==> src/rtl/fifo_arb_pkg.sv <==
// Shared types and constants for the FIFO write-port arbiter.
// Pure declarations: no logic, no latency, no flow control.
// Holds the FSM state encoding, the stall-counter width and the index-width helper.
package fifo_arb_pkg;

   typedef enum logic {
      IDLE  = 1'b0,
      GRANT = 1'b1
   } arb_state_t;

   localparam int STALL_CNT_W = 16;

   // A 1-bit index is still needed when there is only a single requester
   function automatic int idx_w(input int n);
      return (n > 1) ? $clog2(n) : 1;
   endfunction

endpackage

==> src/rtl/rr_pick.sv <==
// Combinational round-robin picker: first set request strictly after i_last, wrapping.
// Latency: purely combinational, zero cycles.
// No flow control; o_next holds i_last when no request is set.
module rr_pick
   import fifo_arb_pkg::*;
#(
   parameter int NREQ = 4,
   parameter int IW   = idx_w(NREQ)
) (
   input  logic [NREQ-1:0] i_req,
   input  logic [IW-1:0]   i_last,
   output logic [IW-1:0]   o_next,
   output logic            o_any
);

   logic w_found;

   // i_last itself is scanned last, which gives the previous owner the lowest priority
   always_comb begin
      w_found = 1'b0;
      o_next  = i_last;
      for (int i = 1; i <= NREQ; i++) begin
         if (!w_found && i_req[(int'(i_last) + i) % NREQ]) begin
            w_found = 1'b1;
            o_next  = IW'((int'(i_last) + i) % NREQ);
         end
      end
   end

   assign o_any = |i_req;

endmodule

==> src/rtl/fifo_wr_arbiter.sv <==
// Round-robin arbiter sharing one async-FIFO write port; optional stall counter under ARB_STALL_STATS_EN.
// Latency: 1 cycle from request to the first write, then one word per cycle for up to MAX_BURST words.
// Backpressure: full_i holds the owner with no write and no ack; the burst count is frozen until full_i drops.
module fifo_wr_arbiter
   import fifo_arb_pkg::*;
#(
   parameter  int NREQ      = 4,
   parameter  int DATALEN   = 8,
   parameter  int MAX_BURST = 4,
   localparam int IW        = idx_w(NREQ)
) (
   input  logic                    wclk,
   input  logic                    wrst_n,
   input  logic [NREQ-1:0]         req_i,
   input  logic [NREQ*DATALEN-1:0] data_i,
   output logic [NREQ-1:0]         ack_o,
   input  logic                    full_i,
   output logic                    winc_o,
   output logic [DATALEN-1:0]      wdata_o,
   output logic [IW-1:0]           owner_o,
   output logic                    busy_o
`ifdef ARB_STALL_STATS_EN
   ,
   output logic [STALL_CNT_W-1:0]  stall_cnt_o
`endif
);

   localparam int BW = $clog2(MAX_BURST + 1);

   arb_state_t        r_state;
   arb_state_t        w_state_nxt;
   logic [IW-1:0]     r_owner;
   logic [IW-1:0]     w_owner_nxt;
   logic [BW-1:0]     r_burst_cnt;
   logic [BW-1:0]     w_cnt_nxt;
   logic [IW-1:0]     w_pick;
   logic              w_any_req;
   logic              w_own_req;
   logic              w_grant;
   logic              w_winc;
   logic [NREQ-1:0]   w_ack;

   rr_pick #(
      .NREQ (NREQ),
      .IW   (IW)
   ) u_rr_pick (
      .i_req  (req_i),
      .i_last (r_owner),
      .o_next (w_pick),
      .o_any  (w_any_req)
   );

   assign w_own_req = req_i[r_owner];
   assign w_grant   = (r_state == GRANT);
   assign w_winc    = w_grant & w_own_req & ~full_i;

   always_ff @(posedge wclk or negedge wrst_n) begin
      if (!wrst_n) begin
         r_state     <= IDLE;
         r_owner     <= IW'(NREQ - 1);
         r_burst_cnt <= '0;
      end else begin
         r_state     <= w_state_nxt;
         r_owner     <= w_owner_nxt;
         r_burst_cnt <= w_cnt_nxt;
      end
   end

   always_comb begin
      w_state_nxt = r_state;
      w_owner_nxt = r_owner;
      w_cnt_nxt   = r_burst_cnt;
      w_ack       = '0;
      case (r_state)
         IDLE: begin
            if (w_any_req) begin
               w_state_nxt = GRANT;
               w_owner_nxt = w_pick;
               w_cnt_nxt   = '0;
            end
         end
         GRANT: begin
            w_ack[r_owner] = w_winc;
            // A withdrawn request ends the grant even if the FIFO is full
            if (!w_own_req) begin
               w_state_nxt = IDLE;
            end else if (w_winc) begin
               w_cnt_nxt = r_burst_cnt + BW'(1);
               if (r_burst_cnt == BW'(MAX_BURST - 1)) begin
                  w_state_nxt = IDLE;
               end
            end
         end
         default: w_state_nxt = IDLE;
      endcase
   end

   assign winc_o  = w_winc;
   assign ack_o   = w_ack;
   assign busy_o  = w_grant;
   assign owner_o = r_owner;
   assign wdata_o = w_grant ? data_i[r_owner*DATALEN +: DATALEN] : '0;

`ifdef ARB_STALL_STATS_EN
   logic [STALL_CNT_W-1:0] r_stall_cnt;

   always_ff @(posedge wclk or negedge wrst_n) begin
      if (!wrst_n) begin
         r_stall_cnt <= '0;
      end else if (w_grant && w_own_req && full_i && (r_stall_cnt != '1)) begin
         r_stall_cnt <= r_stall_cnt + STALL_CNT_W'(1);
      end
   end

   assign stall_cnt_o = r_stall_cnt;
`endif

endmodule

==> config.mk <==
export PLATFORM = sky130hd
export DESIGN_NAME = fifo_wr_arbiter
export DESIGN_NICKNAME = d
export VERILOG_FILES = /design/src/rtl/fifo_arb_pkg.sv /design/src/rtl/rr_pick.sv /design/src/rtl/fifo_wr_arbiter.sv
export SDC_FILE = /design/constraint.sdc
export NUM_CORES = 1
export LEC_CHECK = 0
export ABC_AREA = 1
export ABC_CLOCK_PERIOD_IN_PS = 2900
export CORE_AREA = 2 2 50 52
export DETAILED_ROUTE_END_ITERATION = 10
export DIE_AREA = 0 0 52 54
export PLACE_DENSITY = 0.83
export SLEW_MARGIN = 0
export SYNTH_ARGS = -nofsm -noshare
export SYNTH_HDL_FRONTEND = slang
export SYNTH_SLANG_ARGS = --single-unit
==> constraint.sdc <==
create_clock -name wclk -period 2.9 [get_ports wclk]
set_clock_uncertainty 0.05 [all_clocks]
set_input_delay 0.435 -clock wclk [delete_from_list [all_inputs] [get_ports wclk]]
set_output_delay 0.435 -clock wclk [all_outputs]
set_load 0.03 [all_outputs]
Yosys cells after proc, flatten, opt, wreduce, memory -nomap -nowiden
Index checks and enable logic that the tools add are counted.
{"block": "classes", "eq_ne": 4, "add_sub_neg": 5, "reduce_logical": 15, "magnitude_cmp": 6, "n_shift": 1, "n_bitwise": 9, "muxes": 34}
{"op": "32-bit by 6-bit indexed part select with 8-bit output", "count": 1}
{"op": "1-bit 2-to-1 mux", "count": 17}
{"op": "3-bit by 4-bit less-than comparator with 1-bit output (second input constant)", "count": 4}
{"op": "1-bit binary-select mux with 2-bit select", "count": 5}
{"op": "3-bit 2-to-1 mux", "count": 3}
{"op": "2-bit 2-to-1 mux", "count": 4}
{"op": "8-bit 2-to-1 mux", "count": 1}
{"op": "2-bit OR reduction", "count": 4}
{"op": "3-bit one-hot mux with 2 select lines", "count": 1}
{"op": "3-bit AND reduction", "count": 2}
{"op": "2-bit by 1-bit adder with 2-bit output (second input constant)", "count": 2}
{"op": "2-bit adder (second input constant)", "count": 2}
{"op": "1-bit bitwise AND (first input constant)", "count": 4}
{"op": "4-bit bitwise AND", "count": 1}
{"op": "1-bit logical AND", "count": 4}
{"op": "4-bit 2-to-1 mux", "count": 1}
{"op": "2-bit by 1-bit != test with 1-bit output (second input constant)", "count": 2}
{"op": "4-bit nonzero test", "count": 1}
{"op": "4-bit OR reduction", "count": 1}
{"op": "3-bit by 1-bit adder with 3-bit output (second input constant)", "count": 1}
{"op": "3-bit by 2-bit equality test with 1-bit output (second input constant)", "count": 1}
{"op": "1-bit logical NOT", "count": 3}
{"op": "2-bit by 3-bit less-than comparator with 1-bit output (second input constant)", "count": 1}
{"op": "1-bit bitwise AND", "count": 2}
{"op": "other kinds (5)", "count": 6}
{"block": "word_totals", "register_bits": 6, "input_bits": 39}

Logic depth before layout (Yosys ltp)
Gate-level depths: netlist of the first run.
{"block": "logic_depth", "depth_word": 17, "depth_mapped": 13, "ltp_nobuf": 11}

Hierarchy
From an unflattened synthesis of the first run, not the netlist that was laid out.
{"block": "hier_totals", "hier_cells": 140, "area_unflattened_um2": 944.7}
{"mod": "fifo_wr_arbiter", "seq_area_each_um2": 152.6, "n_inst": 1, "cells_each": 96, "area_each_um2": 690.7}
{"mod": "rr_pick", "seq_area_each_um2": 0.0, "n_inst": 1, "cells_each": 44, "area_each_um2": 254.0}

Worst setup path before layout of the first run
Ideal clock, no wire load.
{"block": "synth_timing", "path_kind": "flip-flop to output port", "startpoint": "register r_owner[0], in the netlist owner_o[0]", "endpoint": "output port wdata_o[6]", "t_arrival_ns": 1.706, "setup_slack_ns": 0.709, "stages_incl_launch_ff": 7, "cell_sequence": "dfstp_2 > buf_4 > buf_4 > nor2_1 > nor2_1 > o21ai_0 > a21oi_1"}
{"block": "synth_via", "elab_chain_len": 2}
{"element": "start: declaration", "line": "fifo_wr_arbiter.sv:32", "source": "logic [IW-1:0] r_owner;"}
{"element": "start signal: assignment", "line": "fifo_wr_arbiter.sv:60", "source": "r_owner <= IW'(NREQ - 1);"}
{"element": "start signal: assignment", "line": "fifo_wr_arbiter.sv:64", "source": "r_owner <= w_owner_nxt;"}
{"element": "32-bit by 6-bit indexed part select with 8-bit output", "line": "fifo_wr_arbiter.sv:102", "source": "assign wdata_o = w_grant ? data_i[r_owner*DATALEN +: DATALEN] : '0;"}
{"element": "8-bit 2-to-1 mux", "line": "fifo_wr_arbiter.sv:102"}
{"element": "end: declaration", "line": "fifo_wr_arbiter.sv:19", "source": "output logic [DATALEN-1:0] wdata_o,"}
Every way passes these cells.

Worst setup path after layout of the first run
{"block": "layout_timing", "startpoint": "register r_owner[0], in the netlist owner_o[0]", "endpoint": "output port wdata_o[5]"}
The elaborated chain is that of the path after synthesis.

==> results by group, run 1 <==
Clock tree
  – Maximum level of the CTS H-tree: 1
  – Clk pin slew, worst setup/hold paths: 0.05 ns
  – CTS Buf Count: 3
  – Max clock buf depth: 2
  – Clock tree from TritonCTS: done
  – Number of sinks handled by clock tree synthesis: 6
  – Clk Latency, worst-skew pair: 0.24 ns
  – Post-CTS Hold Fix Bufs: 0
  – Clk root buf: sky130_fd_sc_hd__clkbuf_4

Finish
  – Net count reported at finish: 256
  – Non-Filler Instances: 239
  – Share of final-layout standard cells stronger than drive strength 1: 0.0670
  – Synthesis-to-finish area growth: 70.9%
  – Diode count: 0
  – Post-route cell area: 1460 um2

Logic synthesis
  – Main combinational cell family by area after synthesis: simple AND/OR/NAND/NOR gates
  – Flop and latch count out of synthesis: 6
  – Cell Area, Synth: 855 um2
  – Synth unique cells: 18
  – Area fraction in and, or, nand and nor cells after synthesis: 0.448
  – Mux cell area share after synthesis: 0
  – Net count after synthesis: 199
  – Mean area per synthesized cell: approximately 5.5 um2
  – Synth Instances: 154
  – Number of warnings printed during yosys synthesis: 0
  – Synth Area in XOR/XNOR: 0
  – Proportion of synthesized chip area in sequential cells: 0.179
  – Adder and majority gate portion of the synthesized area: 0.0878
  – Fraction of the mapped netlist area in compound gates: 0.171

Timing
  – Slew of the pin with the lowest slew margin: about 0.32 ns
  – Maximum frequency from static timing analysis: 358 MHz
  – Final hold violations: 0
  – Number of endpoints failing setup at the final stage: 0
  – Sum of negative setup slack: 0 ns
  – Number of slew-limit violations in the final report: 0
  – Unrepaired setup endpoints after global routing: false
  – Period utilization: 0.962
  – Post-layout minimum cycle time: between 2 and 3 ns
  – Slew Limit Headroom: 0.784

Global routing
  – First-pass GRT wire length: 4820 um
  – Combined global-route utilization of all metal layers: 0.226
  – Total congestion overflow: 0
  – Via count of the first global-routing pass: 1073
  – Pin count of the biggest net entering global routing: 15
  – Antenna violations before repair: 0

Setup path
  – Crit path DAT: 2.31 ns
  – Delay of the slowest cell on the worst path: ~0.7 ns
  – Crit start category: flop
  – Cell family with most CP delay: buffers and inverters
  – Largest fanout on the critical path: 14
  – Buffer and inverter count on the worst path: 2
  – Source of the critical timing path: owner_o[0]$_DFFE_PN1P_
  – Startpoint of the worst-slack reg-to-reg timing path: owner_o[0]$_DFFE_PN1P_
  – Data required time of the critical path: 2.41 ns
  – Startpoint-to-endpoint class of the critical path: reg2out
  – Cell mode on critical path: sky130_fd_sc_hd__nor2_1
  – CP Capture Type: primary output
  – Library cell contributing the largest single delay on the critical path: sky130_fd_sc_hd__clkdlybuf4s50_1
  – Ordered list of cells on the worst path: buf_4, nor2_1, nor2_1, o21ai_0, a21oi_1, clkdlybuf4s50_1

Placement
  – PortBufs: 54
  – Half-perimeter wire length after placement: between 2000 and 2500 um
  – Post-place instance area: 1430 um2
  – Cell total after placement: 236
  – GP Congestion: 0.820

Die
  – Standard-cell rows: 18
  – Starting Density: 0.368
  – Number of placed I/O pins: 55
  – Placeable core region: 2320 um2
  – Die width: 52 um
  – Die outline area: approximately 2800 um2
  – Die Y-Extent: 54 um

Power and ir drop
  – Cell Pwr Density: 1050 nW/um2
  – Power share of the sequential group: 0.138
  – Share of power burned in the clock network: 0.051
  – Worst voltage drop across the vdd grid: 0.628 mV
  – Net switching power figure: 0.861 mW
  – Internal power of the cells: 0.666 mW
  – Total power draw: 1.53 mW
  – Fraction of power spent switching nets: 0.564
  – Leak: between 0.7 and 0.8 nW
  – Part of the power in combinational logic: 0.811

Detailed routing
  – Number of search-and-repair iterations in the first detailed-routing pass: 4
  – Total number of vias: 1172
  – Final WL: 2920 um
  – Post-DR vias/cell: 4.90
  – Post-detailed-route count of antenna-violating nets: 0
  – Detailed-route DRC error count: 0
  – Average wire per standard cell: 12.2 um
  – Number of violations reported at the end of detailed-routing iteration 0: 39

Outcome
  – Run status: complete, no violations

Min path
  – Worst min-delay path category: in2async

Job
  – # Max-Cap Violations: 0
==> per-stage QoR <==
step | setup WS, ns | util | hold WS (ns)
6_report | 0.110 | 0.629 | 0.383
3_5_place_dp | 0.134 | 0.614 | 0.454
2_1_floorplan | 0.709 | - | 0.0894
3_3_place_gp | 0.197 | 0.614 | 0.444
5_1_grt | 0.0188 | 0.629 | 0.387
4_1_cts | 0.0105 | 0.624 | 0.384
==> power by group through the flow <==
stage	Clock (mW)	Sequential, mW	Combinational, mW
5_1_grt	0.0892	0.219	1.36
4_1_cts	0.0820	0.210	1.24
6_report	0.0777	0.211	1.24
2_1_floorplan	0	0.222	0.817
3_3_place_gp	0	0.208	1.20
3_5_place_dp	0	0.210	1.24
==> cell usage in the layout (no fill, tap or decap), types with 2 or more instances in the layout <==
cell type,count
sky130_fd_sc_hd__a21oi_1,9
sky130_fd_sc_hd__buf_4,3
sky130_fd_sc_hd__clkbuf_4,3
sky130_fd_sc_hd__clkdlybuf4s50_1,49
sky130_fd_sc_hd__dfrtp_1,4
sky130_fd_sc_hd__dfstp_2,2
sky130_fd_sc_hd__dlymetal6s2s_1,5
sky130_fd_sc_hd__ha_1,6
sky130_fd_sc_hd__inv_1,14
sky130_fd_sc_hd__inv_2,3
sky130_fd_sc_hd__nand2_1,33
sky130_fd_sc_hd__nand3_1,12
sky130_fd_sc_hd__nand4_1,3
sky130_fd_sc_hd__nor2_1,41
sky130_fd_sc_hd__o21ai_0,17
==> cells by family after synthesis <==
logic type                 after synthesis
adders and majority gates                6
and+or+nand+nor                         91
buffers and inverters                   23
AOI/OAI and AO/OA                       28
DFF                                      6
==> area by class of cell <==
type	count	area (um2)
sequential	6	153
timing repair buffer	57	576
clock buffer	3	22.5
fill	220	860
multi-input combinational	125	604
tap	30	37.5
inverter	18	67.6
==> cell usage after synthesis <==
master / instances / area (um2)
sky130_fd_sc_hd__a21oi_1: 9 / 45.0
sky130_fd_sc_hd__buf_2: 3 / 15.0
sky130_fd_sc_hd__buf_4: 2 / 15.0
sky130_fd_sc_hd__clkinv_1: 1 / 3.75
sky130_fd_sc_hd__dfrtp_1: 4 / 100
sky130_fd_sc_hd__dfstp_2: 2 / 52.6
sky130_fd_sc_hd__ha_1: 6 / 75.1
sky130_fd_sc_hd__inv_1: 14 / 52.6
sky130_fd_sc_hd__inv_2: 3 / 11.3
sky130_fd_sc_hd__nand2_1: 33 / 124
sky130_fd_sc_hd__nand2_2: 1 / 6.26
sky130_fd_sc_hd__nand3_1: 12 / 60.1
sky130_fd_sc_hd__nand3b_4: 1 / 20.0
sky130_fd_sc_hd__nand4_1: 3 / 18.8
sky130_fd_sc_hd__nor2_1: 41 / 154
sky130_fd_sc_hd__o211ai_1: 1 / 7.51
sky130_fd_sc_hd__o21ai_0: 17 / 85.1
sky130_fd_sc_hd__o21ai_2: 1 / 8.76
==> flip-flops by register name, summed over array words and instances (netlist names) <==
signal	flops
busy_o	1
owner_o	2
r_burst_cnt	3
==> timing repair <==
action | in CTS | in global routing
buffers inserted | 0 | 0
gates resized for setup | 0 | 5
endpoints found under the setup margin | 0 | 5
==> worst register-to-register path, cell delays in order, from the launching register on <==
cell and delay (ns):
sky130_fd_sc_hd__dfstp_2 0.69, sky130_fd_sc_hd__inv_2 0.17, sky130_fd_sc_hd__buf_4 0.21, sky130_fd_sc_hd__ha_1 0.35, sky130_fd_sc_hd__inv_1 0.15, sky130_fd_sc_hd__nand3_1 0.10
sky130_fd_sc_hd__nand2_1 0.09, sky130_fd_sc_hd__nand3_1 0.12, sky130_fd_sc_hd__nand2_1 0.10, sky130_fd_sc_hd__inv_1 0.04, sky130_fd_sc_hd__nand2_1 0.05, sky130_fd_sc_hd__nand2_1 0.05
==> final timing paths <==
check / to / slack [ns] / cells after the start
min in group wclk: r_burst_cnt[2]$_DFFE_PN0P_ / 0.46 / 2
worst max register to register: owner_o[1]$_DFFE_PN1P_ / 0.66 / 11
max in group asynchronous: owner_o[0]$_DFFE_PN1P_ / 2.15 / 1
worst min-delay path: r_burst_cnt[1]$_DFFE_PN0P_ / 0.38 / 1
worst min register to register: r_burst_cnt[2]$_DFFE_PN0P_ / 0.46 / 2
worst max-delay path: wdata_o[5] / 0.11 / 6
==> routing by layer <==
metal	routed length [um]	global-route usage	up-vias
li1	-	-	603
met1	1280	0.273	520
met2	1440	0.416	47
met3	193	0.0500	2
met4	9	0.0351	0
met5	0	0	-
Power figures use the tool's default switching activity.
==> run 2: changes to the inputs <==
--- a/config.mk
+++ b/config.mk
@@ -10,7 +10,7 @@
 export CORE_AREA = 2 2 50 52
 export DETAILED_ROUTE_END_ITERATION = 10
 export DIE_AREA = 0 0 52 54
-export PLACE_DENSITY = 0.83
+export PLACE_DENSITY = 0.85
 export SLEW_MARGIN = 0
 export SYNTH_ARGS = -nofsm -noshare
 export SYNTH_HDL_FRONTEND = slang
==> run 2 against run 1 <==
  * Power is 0.65% lower
  * Via count decreased by 3.3%
  * Register-to-register slack gained 0.07 ns
  * Die area is the same
  * Final area rose by 0.26%
  * Count of clock-buffer cells in the layout increased by 1
  * Maximum frequency up 3.0%
  * Critical path type unchanged
==> results by group, run 2 (synthesis gave the netlist of run 1 again) <==
Outcome
  – Run status: complete, no violations

Power and ir drop
  – Internal power of the cells: 0.673 mW (+0.91%)
  – Cell Pwr Density: 1040 nW/um2 (-0.91%)
  – Worst voltage drop across the vdd grid: 0.567 mV (-9.8%)
  – Part of the power in combinational logic: 0.815 (+0.004)
  – Leak: 0.772 nW (+0.15%)
  – Net switching power figure: 0.845 mW (-1.9%)
  – Total power draw: 1.52 mW (-0.65%)
  – Power share of the sequential group: 0.130 (-0.008)
  – Share of power burned in the clock network: 0.055 (+0.004)
  – Fraction of power spent switching nets: 0.557 (-0.00687)

Die
  – Number of placed I/O pins: 55 (unchanged)
  – Die Y-Extent: 54 um (unchanged)
  – Die outline area: 2810 um2 (unchanged)
  – Standard-cell rows: 18 (unchanged)
  – Starting Density: 0.368 (unchanged)
  – Die width: 52 um (unchanged)
  – Placeable core region: 2320 um2 (unchanged)

Finish
  – Register with the highest flop count: r_burst_cnt
  – Net count reported at finish: 256 (unchanged)
  – Max FFs per register: 3 (unchanged)
  – Synthesis-to-finish area growth: 71.3%
  – Non-Filler Instances: 240 (+0.42%)
  – Number of fill cells in the layout: 243 (+10%)
  – Most frequent cells in the layout: 49 x sky130_fd_sc_hd__clkdlybuf4s50_1, 41 x sky130_fd_sc_hd__nor2_1, 33 x sky130_fd_sc_hd__nand2_1, 17 x sky130_fd_sc_hd__o21ai_0, 14 x sky130_fd_sc_hd__inv_1
  – Diode count: 0 (unchanged)
  – Share of final-layout standard cells stronger than drive strength 1: 0.0667 (-0.000319)
  – Leading cell type in the layout, fill and taps excluded: sky130_fd_sc_hd__clkdlybuf4s50_1

Timing
  – Slew of the pin with the lowest slew margin: 0.340 ns (+0.0174 ns)
  – Number of slew-limit violations in the final report: 0 (unchanged)
  – Hold Worst Slack: 0.377 ns (-0.00581 ns)
  – Maximum frequency from static timing analysis: 369 MHz (+3.0%)
  – Period utilization: 0.934 (-0.0279)
  – Unrepaired setup endpoints after global routing: false
  – Number of endpoints failing setup at the final stage: 0 (unchanged)
  – Sum of negative setup slack: 0 ns (unchanged)
  – Slew Limit Headroom: 0.772 (-0.0126)
  – Final hold violations: 0 (unchanged)
  – Post-layout minimum cycle time: 2.71 ns (-0.0808 ns)

Detailed routing
  – Post-DR vias/cell: 4.72 (-3.7%)
  – Detailed-route DRC error count: 0 (unchanged)
  – Total number of vias: 1133 (-3.3%)
  – Post-detailed-route count of antenna-violating nets: 0 (unchanged)
  – Number of search-and-repair iterations in the first detailed-routing pass: 4 (unchanged)
  – Number of violations reported at the end of detailed-routing iteration 0: 23 (-41%)
  – Average wire per standard cell: 11.0 um (-9.9%)
  – Final WL: 2640 um (-9.6%)

Clock tree
  – CTS Buf Count: 3 (unchanged)
  – Maximum level of the CTS H-tree: 1 (unchanged)
  – Clk root buf: sky130_fd_sc_hd__clkbuf_4
  – Max clock buf depth: 2 (unchanged)
  – Number of sinks handled by clock tree synthesis: 6 (unchanged)
  – Clk Latency, worst-skew pair: 0.25 ns (about the same)
  – Clock tree from TritonCTS: done
  – Clk pin slew, worst setup/hold paths: 0.05 ns (about the same)
  – Post-CTS Setup Repair Bufs: 0 (unchanged)

Setup path
  – Startpoint of the worst-slack reg-to-reg timing path: owner_o[0]$_DFFE_PN1P_
  – Crit path DAT: 2.22 ns (-0.09 ns)
  – Capturing element of the worst setup path: wdata_o[0]
  – Data required time of the critical path: 2.41 ns (about the same)
  – Worst R2R Setup Slack: 0.73 ns (+0.07 ns)
  – Source of the critical timing path: owner_o[0]$_DFFE_PN1P_
  – Destination of the worst register-to-register timing path: owner_o[1]$_DFFE_PN1P_
  – Largest fanout on the critical path: 14 (unchanged)
  – Crit start category: flop
  – CP Capture Type: primary output
  – Startpoint-to-endpoint class of the critical path: reg2out
  – Cells on worst reg2reg path: 11 (unchanged)

Placement
  – PortBufs: 54 (unchanged)
  – GP Congestion: 0.807 (-1.6%)
  – Half-perimeter wire length after placement: 2090 um (-9.9%)
  – Cell total after placement: 236 (unchanged)

Global routing
  – Fraction of met3 tracks used by global routing: 0.0333 (-0.0167)
  – Global-route layer with the greatest usage: met2
  – Antenna violations before repair: 0 (unchanged)
  – Met1 routing resource usage after global routing: 0.238 (-0.0356)
  – Total congestion overflow: 0 (unchanged)
  – Via count of the first global-routing pass: 908 (-15%)
  – First-pass GRT wire length: 4020 um (-16%)
  – Pin count of the biggest net entering global routing: 15 (unchanged)
  – Combined global-route utilization of all metal layers: 0.186 (-0.0406)
  – Met2 track demand over resource: 0.319 (-0.0970)

Min path
  – Worst min-delay path category: in2async

Job
  – # Max-Cap Violations: 0 (unchanged)
run 2: stage by stage:
stage               utilization  area (um2)  worst slack [ns]
global placement          0.614        1430             0.195
detailed placement        0.614        1430             0.167
CTS                       0.626        1450            0.0568
floorplan                     -         855             0.709
global route              0.631        1460            0.0426
finish                    0.631        1460             0.190
run 2: layer usage:
metal	wire (um)	up-vias	share of wire
met1	1220	493	0.46
met3	164	4	0.062
li1	-	603	-
met5	0	-	0
met4	29	0	0.011
met2	1220	33	0.46
run 2: worst max-delay path: stages, from the launching register on:
cell	delay (ns)
sky130_fd_sc_hd__dfstp_2	0.67
sky130_fd_sc_hd__buf_4	0.25
sky130_fd_sc_hd__nor2_1	0.06
sky130_fd_sc_hd__nor2_1	0.07
sky130_fd_sc_hd__o21ai_0	0.08
sky130_fd_sc_hd__a21oi_1	0.15
sky130_fd_sc_hd__clkdlybuf4s50_1	0.71
run 2: area by class of cell:
type | count | area (um2) | share of cell area
Clock buffer | 4 | 26.3 | 0.0179
Inverter | 18 | 67.6 | 0.0462
Multi-Input combinational cell | 125 | 604 | 0.413
Sequential cell | 6 | 153 | 0.104
Tap cell | 30 | 37.5 | 0.0256
Timing Repair Buffer | 57 | 576 | 0.393
run 2: repair_timing:
action / 4_1_cts / 5_1_grt
hold buffers: 0 / 0
endpoints found under the setup margin: 0 / 5
resized for setup: 0 / 5
run 2: power by group through the flow:
stage / combinational, mW / sequential, mW / clock, mW
3_3_place_gp: 1.22 / 0.199 / 0
2_1_floorplan: 0.817 / 0.222 / 0
4_1_cts: 1.24 / 0.199 / 0.0874
6_report: 1.24 / 0.198 / 0.0839
5_1_grt: 1.36 / 0.206 / 0.0956
3_5_place_dp: 1.24 / 0.200 / 0
run 2: worst min path at each step:
stage,startpoint,end,cells past startpoint
finish,wrst_n,r_burst_cnt[2]$_DFFE_PN0P_,1
global route,wrst_n,r_burst_cnt[2]$_DFFE_PN0P_,1
CTS,wrst_n,r_burst_cnt[2]$_DFFE_PN0P_,1
detailed placement,r_burst_cnt[1]$_DFFE_PN0P_,r_burst_cnt[1]$_DFFE_PN0P_,2
global placement,r_burst_cnt[1]$_DFFE_PN0P_,r_burst_cnt[1]$_DFFE_PN0P_,2
floorplan,wrst_n,busy_o$_DFF_PN0_,0
==> RTL change, RTL diff (settings of run 1) <==
The parameter `MAX_BURST` goes from 4 to 2.
--- a/src/rtl/fifo_wr_arbiter.sv
+++ b/src/rtl/fifo_wr_arbiter.sv
@@ -6,7 +6,7 @@
 #(
    parameter  int NREQ      = 4,
    parameter  int DATALEN   = 8,
-   parameter  int MAX_BURST = 4,
+   parameter  int MAX_BURST = 2,
    localparam int IW        = idx_w(NREQ)
 ) (
    input  logic                    wclk,
Check against the original RTL: not equivalent (a bounded check fails within 4 cycles, from zero or initial values and one cycle with wrst_n low).
==> RTL change against run 1 <==
  * Wire length decreased by 6.0%
  * Sequential cell count shrank 1
  * Fmax increased by 0.91%
  * Total power shrank 0.44%
  * Synthesized cell count shrank 4.5%
  * Synthesized area fell by 3.7%
  * Final cell count decreased by 2.5%
  * Via count shrank 2.0%
  * Critical path depth up 2
  * Final area fell by 3.3%
  * Sequential share of layout area down 1.4 points
  * Critical endpoint is now ack_o[0]
  * Worst setup slack improved by 0.025 ns
==> RTL change: results (changes against run 1) <==
Global routing
  – Vias in the first global route: 1071 (was 1073)
  – Met2 GRT Util: 0.373 (was 0.416)
  – GR Util met1: 0.207 (was 0.273)
  – GRT Total Usage: 0.199 (was 0.226)
  – Initial antenna violation count: 0 (unchanged)
  – First-pass GRT wire length: 4.30 mm (was 4.82 mm)
  – Met3 Resource Use GR: 0.0667 (was 0.0500)
  – Largest net degree at the start of global routing: 26 (was 15)

Layout
  – NumNets Final: 248 (was 256)
  – Fill count: 198 (was 220)
  – Ant. Diodes: 0 (unchanged)
  – Layout cells sized above 1: 0.0985 (was 0.0670)

Placed design
  – DP Area: 1380 um^2 (was 1430 um^2)
  – IO buf count: 54 (unchanged)
  – GP Congestion: 0.844 (was 0.820)
  – Post-DP HPWL: 2.19 mm (was 2.32 mm)
  – Place WS: 0.131 ns (was 0.134 ns)

Detailed routing
  – DR iter-0 viols: 12 (was 39)
  – WL per Instance: 11.8 um (was 12.2 um)
  – Post-DR vias/cell: 4.93 (was 4.90)
  – 1st-pass router iterations: 5 (was 4)

Power and ir drop
  – Switching Power: 0.863 mW (was 0.861 mW)
  – Leak: 0.656 nW (was 0.771 nW)
  – VDD IR max: 0.000586 V (was 0.000628 V)

CTS
  – CTS clk-pin slew, worst paths: 0.05 ns (about the same)
  – Post-CTS setup buffer count: 0 (unchanged)
  – Clock Root Buffer: clkbuf_4 (unchanged)
  – Worst-skew pair later-pin latency: 0.24 ns (about the same)
  – CTS H-tree lvls: 1 (unchanged)
  – Longest Clk Path Bufs: 2 (unchanged)
  – Num CTS Buffers: 3 (unchanged)
  – Resized Gates After CTS: 0 (unchanged)

Yosys
  – Synth top area cells: nor2_1 (17%), nand2_1 (12%), o21ai_0 (9.7%) (was nor2_1 (18%), nand2_1 (14%), dfrtp_1 (12%))
  – Syn Nets: 191 (was 199)
  – Yosys warns: 0 (unchanged)
  – Asr flop ratio synth: 1.00 (unchanged)
  – Sequential share of the synthesized area: 0.155 (was 0.179)
  – Most frequent cells after synthesis: nor2_1 (38), nand2_1 (27), o21ai_0 (16) (was nor2_1 (41), nand2_1 (33), o21ai_0 (17))
  – Post-synth top flop: dfrtp_1 (unchanged)
  – Count of different cell masters after synthesis: 21 (was 18)

Timing
  – Least-Margin Pin Slew: 0.321 ns (was 0.323 ns)

Worst setup path
  – Crit path max fanout: 9 (was 14)
  – Critical Path AT: 2.28 ns (was 2.31 ns)
  – FF-to-FF path depth: 10 (was 11)

Hold path
  – Hold crit path type: in -> async (unchanged)

Run status
  – Status: finished, final reports clean (unchanged)
## RTL change: power by group through the flow
| stage | sequential [mW] | clock [mW] | combinational (mW) |
|---|---|---|---|
| 2_1_floorplan | 0.203 | 0 | 0.844 |
| 3_3_place_gp | 0.160 | 0 | 1.24 |
| 3_5_place_dp | 0.164 | 0 | 1.27 |
| 4_1_cts | 0.163 | 0.0827 | 1.28 |
| 5_1_grt | 0.169 | 0.0883 | 1.41 |
| 6_report | 0.163 | 0.0789 | 1.28 |
## RTL change: final timing paths
path                                     start              to  slack (ns)
worst max-delay path                  req_i[0]        ack_o[0]        0.13
worst min-delay path                    wrst_n  r_burst_cnt[0]        0.36
worst max register to register      owner_o[1]      owner_o[1]        0.95
worst min register to register  r_burst_cnt[0]  r_burst_cnt[0]        0.45
max in group asynchronous               wrst_n      owner_o[0]        2.18
min in group wclk               r_burst_cnt[0]  r_burst_cnt[0]        0.45
## RTL change: cell type report
cell class              count  area [um^2]  share of cell area
well taps                  30         37.5              0.0266
clock buffers               3         22.5              0.0160
repair buffers             57          563               0.399
flip-flops and latches      5          128              0.0904
multi-input cells         119          588               0.417
clock inverters             1         5.00             0.00355
inverters                  18         67.6              0.0479
## RTL change: layer usage
| layer | part of all wire | routed length, um |
|---|---|---|
| met1 | 0.41 | 1110 |
| met2 | 0.47 | 1300 |
| met3 | 0.11 | 313 |
| met4 | 0.0055 | 15 |
| met5 | 0 | 0 |
## RTL change: kinds of logic (layout without fill, tap and decap cells)
logic type | after synthesis | in the layout | share of synthesized area
compound gates | 28 | 28 | 0.178
buf+inv | 23 | 79 | 0.131
simple gates | 86 | 86 | 0.460
fa+ha+maj | 5 | 5 | 0.0760
flops | 5 | 5 | 0.155
## RTL change: metrics by stage
stage	hold slack, ns	instances	utilization
after floorplan	0.0894	147	-
after global placement	0.419	229	0.597
after detailed placement	0.432	229	0.597
after CTS	0.356	233	0.608
after global routing	0.364	233	0.608
final	0.360	233	0.608
## RTL change: worst max-delay path, cell delays in order
cell	delay, ns
clkdlybuf4s50_1	0.50
inv_1	0.07
nand2_1	0.08
nand2_1	0.06
o21ai_2	0.18
nand3b_4	0.15
nor2_1	0.12
clkdlybuf4s50_1	0.68
